==> src/rtl/pipe_stage_reg_pkg.sv <==
// Shared definitions for the reusable pipeline stage register:
// ctrl stall bit indices, bubble constant and per-stage payload layouts.
package pipe_stage_reg_pkg;

  localparam int STALL_PC  = 0;
  localparam int STALL_IF  = 1;
  localparam int STALL_ID  = 2;
  localparam int STALL_EX  = 3;
  localparam int STALL_MEM = 4;
  localparam int STALL_WB  = 5;

  localparam int ID_EX_W = 86;
  localparam logic [ID_EX_W-1:0] ID_EX_BUBBLE = '0;

  localparam int ID_EX_ALUOP_HI  = 85;
  localparam int ID_EX_ALUOP_LO  = 78;
  localparam int ID_EX_ALUSEL_HI = 77;
  localparam int ID_EX_ALUSEL_LO = 75;
  localparam int ID_EX_WD_HI     = 74;
  localparam int ID_EX_WD_LO     = 70;
  localparam int ID_EX_WREG      = 69;
  localparam int ID_EX_REG1_HI   = 68;
  localparam int ID_EX_REG1_LO   = 37;
  localparam int ID_EX_REG2_HI   = 36;
  localparam int ID_EX_REG2_LO   = 5;
  localparam int ID_EX_SPARE_HI  = 4;
  localparam int ID_EX_SPARE_LO  = 0;

  // Field order matches the offsets above, MSB first.
  typedef struct packed {
    logic [7:0]  aluop;
    logic [2:0]  alusel;
    logic [4:0]  wd;
    logic        wreg;
    logic [31:0] reg1;
    logic [31:0] reg2;
    logic [4:0]  spare;
  } id_ex_t;

  function automatic logic [ID_EX_W-1:0] id_ex_pack(input id_ex_t f);
    return f;
  endfunction

  function automatic id_ex_t id_ex_unpack(input logic [ID_EX_W-1:0] v);
    return id_ex_t'(v);
  endfunction

endpackage

==> src/rtl/pipe_stage_reg_stall_decode.sv <==
// Decodes the ctrl stall vector into one-hot bubble / hold / advance
// for the stage whose upstream stall bit is STAGE.
module pipe_stage_reg_stall_decode #(
  parameter int CTRL_W = 6,
  parameter int STAGE  = 3
) (
  input  logic [CTRL_W-1:0] ctrl,
  output logic              bubble,
  output logic              hold,
  output logic              advance
);

  logic up;
  logic dn;
  logic unused_ctrl;

  assign up = ctrl[STAGE];
  assign dn = ctrl[STAGE+1];
  assign unused_ctrl = ^ctrl;

  // up=0,dn=1 is not a legal encoding; it falls into advance.
  always_comb begin
    bubble  = 1'b0;
    hold    = 1'b0;
    advance = 1'b0;
    unique case (1'b1)
      (up && !dn): bubble  = 1'b1;
      (up && dn):  hold    = 1'b1;
      default:     advance = 1'b1;
    endcase
  end

endmodule

==> src/rtl/pipe_stage_reg.sv <==
// Stall-aware pipeline register: valid bit, flush priority,
// hold/bubble decoding and a saturating stall-cycle counter.
module pipe_stage_reg
  import pipe_stage_reg_pkg::*;
#(
  parameter int                DATA_W = 86,
  parameter int                CTRL_W = 6,
  parameter int                STAGE  = 3,
  parameter logic [DATA_W-1:0] BUBBLE = '0,
  parameter int                CNT_W  = 16
) (
  input  logic              clk,
  input  logic              rst,
  input  logic [CTRL_W-1:0] ctrl_signal,
  input  logic              flush,
  input  logic              in_valid,
  input  logic [DATA_W-1:0] in_data,
  input  logic              cnt_clr,
  output logic              out_valid,
  output logic [DATA_W-1:0] out_data,
  output logic              out_hold,
  output logic [CNT_W-1:0]  stall_cnt
);

  generate
    if (STAGE < 0 || STAGE > CTRL_W - 2) begin : g_bad_stage
      $error("pipe_stage_reg: STAGE out of range");
    end
  endgenerate

  logic bubble;
  logic hold;
  logic advance;

  pipe_stage_reg_stall_decode #(
    .CTRL_W (CTRL_W),
    .STAGE  (STAGE)
  ) u_dec (
    .ctrl    (ctrl_signal),
    .bubble  (bubble),
    .hold    (hold),
    .advance (advance)
  );

  always_ff @(posedge clk) begin
    if (rst) begin
      out_valid <= 1'b0;
      out_data  <= BUBBLE;
      out_hold  <= 1'b0;
    end else if (flush || bubble) begin
      out_valid <= 1'b0;
      out_data  <= BUBBLE;
      out_hold  <= 1'b0;
    end else if (hold) begin
      out_hold  <= 1'b1;
    end else if (advance) begin
      out_valid <= in_valid;
      out_data  <= in_valid ? in_data : BUBBLE;
      out_hold  <= 1'b0;
    end
  end

  // Flush cycles are not stalls; clear wins over increment.
  always_ff @(posedge clk) begin
    if (rst) begin
      stall_cnt <= '0;
    end else if (cnt_clr) begin
      stall_cnt <= '0;
    end else if (!flush && (bubble || hold)
                 && stall_cnt != {CNT_W{1'b1}}) begin
      stall_cnt <= stall_cnt + 1'b1;
    end
  end

endmodule

==> config.mk <==
export PLATFORM = sky130hd
export DESIGN_NAME = pipe_stage_reg
export DESIGN_NICKNAME = d
export VERILOG_FILES = /design/src/rtl/pipe_stage_reg_pkg.sv /design/src/rtl/pipe_stage_reg_stall_decode.sv /design/src/rtl/pipe_stage_reg.sv
export SDC_FILE = /design/constraint.sdc
export NUM_CORES = 1
export LEC_CHECK = 0
export BUFFER_PORTS_ARGS = -buffer_cell sky130_fd_sc_hd__buf_2
export CORE_ASPECT_RATIO = 1.5
export CORE_MARGIN = 1
export CORE_UTILIZATION = 46
export DETAILED_ROUTE_END_ITERATION = 7
export PLACE_DENSITY = 0.82
export SYNTH_ARGS = -nofsm -noshare
export SYNTH_HDL_FRONTEND = slang
export SYNTH_SLANG_ARGS = --single-unit
==> constraint.sdc <==
create_clock -name clk -period 4.07 [get_ports clk]
set_input_delay 0.407 -clock clk [delete_from_list [all_inputs] [get_ports clk]]
set_output_delay 0.407 -clock clk [all_outputs]
set_load 0.02 [all_outputs]
==> run_results.csv <==
group,metric,value,unit
run_status,status,"complete, no violations",
grt,grt_pass1_vias,2831,
placement,numPortBuffers,196,
setup_path,crit_chain,"ha_1 -> nand4_1 -> o41ai_2 -> buf_4 -> mux2i_1 -> nor2_1",
sta,rsz0062_at_grt,"no",
die,row_count,38,
clock_tree,clk_pin_slew,0.09,ns
power_and_ir_drop,seqPwrFrac,55.5,%
sta,worstMarginPinSlew,0.5866,ns
synth,ys_types,32,
routing,final_antenna_net_count,0,
setup_path,worstSetupPathType,"flip-flop to flip-flop",
final_layout,drive_above_1_share,45.29,%
die,ios,201,
hold_path,min_from,"in_data[29]",
power_and_ir_drop,swShare,21.55,%
synth,synth_area_leaders,"dfxtp_1 (60%), a22o_1 (22%), a21oi_1 (1.6%)",
grt,grt_pass1_wl,13130,um
sta,fin_ws,2.064,ns
routing,dr_total_vias,3114,
synth,synth_edf_count,0,
routing,drt_iter0_drc,143,
setup_path,slowest_stage,"o41ai_2",
die,start_util,47.54,%
clock_tree,htreeDepth,3,
setup_path,reg2reg_to,"stall_cnt[1]",
setup_path,cp-end-kind,"flip-flop",
grt,gr-usage-all-layers,21.94,%
routing,wl_per_cell,14.65,um
sta,setup-tns-final,0,ns
sta,slew_violations,0,
die,die_h,108.2,um
grt,grt.overflow.total,0,
setup_path,rr_worst_depth,6,
power_and_ir_drop,peakVddDrop,314.8,uV
final_layout,finalNonFillerCells,588,
routing,drc,0,
placement,gp_congestion,0.8879,
grt,antenna_found_initial,0,
sta,period_needed,2.006,ns
power_and_ir_drop,internal_power,1472,uW
sta,fin_skew,0.01265,ns
hold_path,hold_path_class,"input pin to flip-flop",
clock_tree,holdBufCountCts,0,
hold_path,hold_end,"out_data[29]",
synth,ys_ff_latch,104,
setup_path,path_max_fanout,16,
setup_path,cp.arrival,2.25,ns
clock_tree,cts_resized,0,
final_layout,area_growth,36.87,%
clock_tree,ctsRootBufferMaster,"clkbuf_8",
routing,drt_pass1_iterations,4,
clock_tree,cts_buffers,9,
synth,ys_seq_area_share,60.20,%
synth,netlist_area,3458,um^2
routing,wl,8617,um
synth,synth.top_cell.area_share,60.20,%
synth,synthCells,293,
synth,yosys_warnings,0,
grt,grt_max_degree,48,
setup_path,reg2reg_slack,2.06,ns
sta,holdWs,0.2439,ns
hold_path,worstHoldPathCells,2,
sta,finalHoldViolCount,0,
sta,slew-limit-headroom,60.54,%
clock_tree,cts.sinks,104,
sta,max_freq,498.6,MHz
synth,synth_fp_nets,391,
placement,dp_cells,572,
power_and_ir_drop,combinationalPowerShare,6.6,%
setup_path,critPathLaunchType,"flip-flop",
setup_path,cp-startpoint,"stall_cnt[0]",
synth,syn_area_per_cell,11.80,um^2
power_and_ir_drop,p_switching,404.3,uW
synth,synth_area_leader_cell,"dfxtp_1",
setup_path,max_stage_delay,0.50,ns
setup_path,timing.rr.start,"stall_cnt[0]",
die,core_area,7274,um^2
clock_tree,cts_buffer_depth,2,
setup_path,required,4.32,ns
synth,synth_top_cells_by_count,"dfxtp_1 (104), a22o_1 (86), clkbuf_1 (13)",
placement,dp_hpwl,6260,um
die,dieArea,7876,um^2
synth,synthArstFlopShare,0,%
sta,fin_crit_sh,49.28,%
clock_tree,cts_setup_buffers,0,
power_and_ir_drop,leakagePower,0.002318,uW
sta,setup_violations,0,
job,maxCapViolCount,0,
routing,viasPerCell,5.296,
clock_tree,insertion_delay,0.37,ns
power_and_ir_drop,p_clk_share,37.9,%
synth,synth_most_common_cell,"dfxtp_1",
synth,synth_ff_type,"dfxtp_1",
final_layout,insertedDiodeCount,0,
placement,pre_cts_slack,2.108,ns
power_and_ir_drop,total_power,1877,uW
die,die_width,72.80,um
final_layout,nNetsFinal,581,
power_and_ir_drop,powerDensity,396.5,nW/um^2
clock_tree,cts_tree,"yes",
==> cell type report <==
type | instances | area (um^2)
multi-input combinational | 166 | 1272
clock inverter | 4 | 76.32
clock buffer | 12 | 155.1
inverter | 1 | 3.754
tap | 100 | 125.1
sequential | 104 | 2082
timing repair buffer | 201 | 1018
fill | 607 | 2541
==> cells in the final DEF, fill, tap and decap left out, drive strengths merged <==
master and n:
nor3 1, a21o 1, xor2 1, a21oi 12
nand2 8, nand2b 1, bufinv 2, and4 2
o41ai 1, and3 3, nor4b 1, clkbuf 12
nor3b 1, nor4 1, or2 1, nand3 5
mux2i 2, inv 1, nand4 5, ha 1
o21a 2, clkinvlp 1, dfxtp 104, and2b 1
a22o 86, or3 7, o21ai 6, nor2 6
clkinv 1, o31ai 6, or4 5, buf 201
==> sequential cells by signal, summed over array words and instances (netlist names) <==
signal	cells
out_data	86
stall_cnt	16
out_hold	1
out_valid	1
==> metrics by stage <==
step	instance area (um^2)	utilization, %
final	4733	65.07
after global routing	4733	65.07
after CTS	4733	65.07
after detailed placement	4502	61.89
after global placement	4502	61.89
after floorplan	3458	-
==> worst max path at each step <==
stage | to | slack [ns] | cells past startpoint
CTS | stall_cnt[1] | 2.09 | 6
global placement | stall_cnt[1] | 2.20 | 6
detailed placement | stall_cnt[1] | 2.11 | 6
floorplan | stall_cnt[1] | 2.28 | 7
finish | stall_cnt[1] | 2.06 | 6
global route | stall_cnt[1] | 1.92 | 6
==> critical path: cells and delay by family, from the launching register on <==
kind / cells / cell delay, ns
AO/OA/AOI/OAI: 1 / 0.50
AND/OR/NAND/NOR: 2 / 0.20
adder cells (fa/ha/maj): 1 / 0.25
flip-flops: 1 / 0.42
multiplexers: 1 / 0.21
buffers and inverters: 1 / 0.31
==> routing by layer <==
metal | global-route usage, % | share of wire (%) | vias up
li1 | - | - | 1505
met1 | 24.57 | 41 | 1441
met4 | 14.57 | 3.9 | 0
met2 | 36.72 | 50 | 140
met3 | 5.033 | 5.2 | 28
met5 | 0 | 0 | -
==> logic make-up after synthesis <==
kind of cell    after synthesis  share of synthesized area, %
compound gates              114                         26.92
xor+xnor                      1                        0.2533
fa+ha+maj                     1                        0.3617
buf+inv                      23                         3.437
flops                       104                         60.20
mux                           2                        0.5789
simple gates                 48                         8.249
==> power groups by stage <==
stage / registers (uW) / clock network [uW] / logic (uW)
after global placement: 1070 / 0 / 121
final: 1040 / 711 / 124
after global routing: 1040 / 773 / 133
after detailed placement: 1070 / 0 / 124
after CTS: 1040 / 733 / 124
after floorplan: 1090 / 0 / 35.9
No activity file was read; power rests on OpenSTA's default activity.
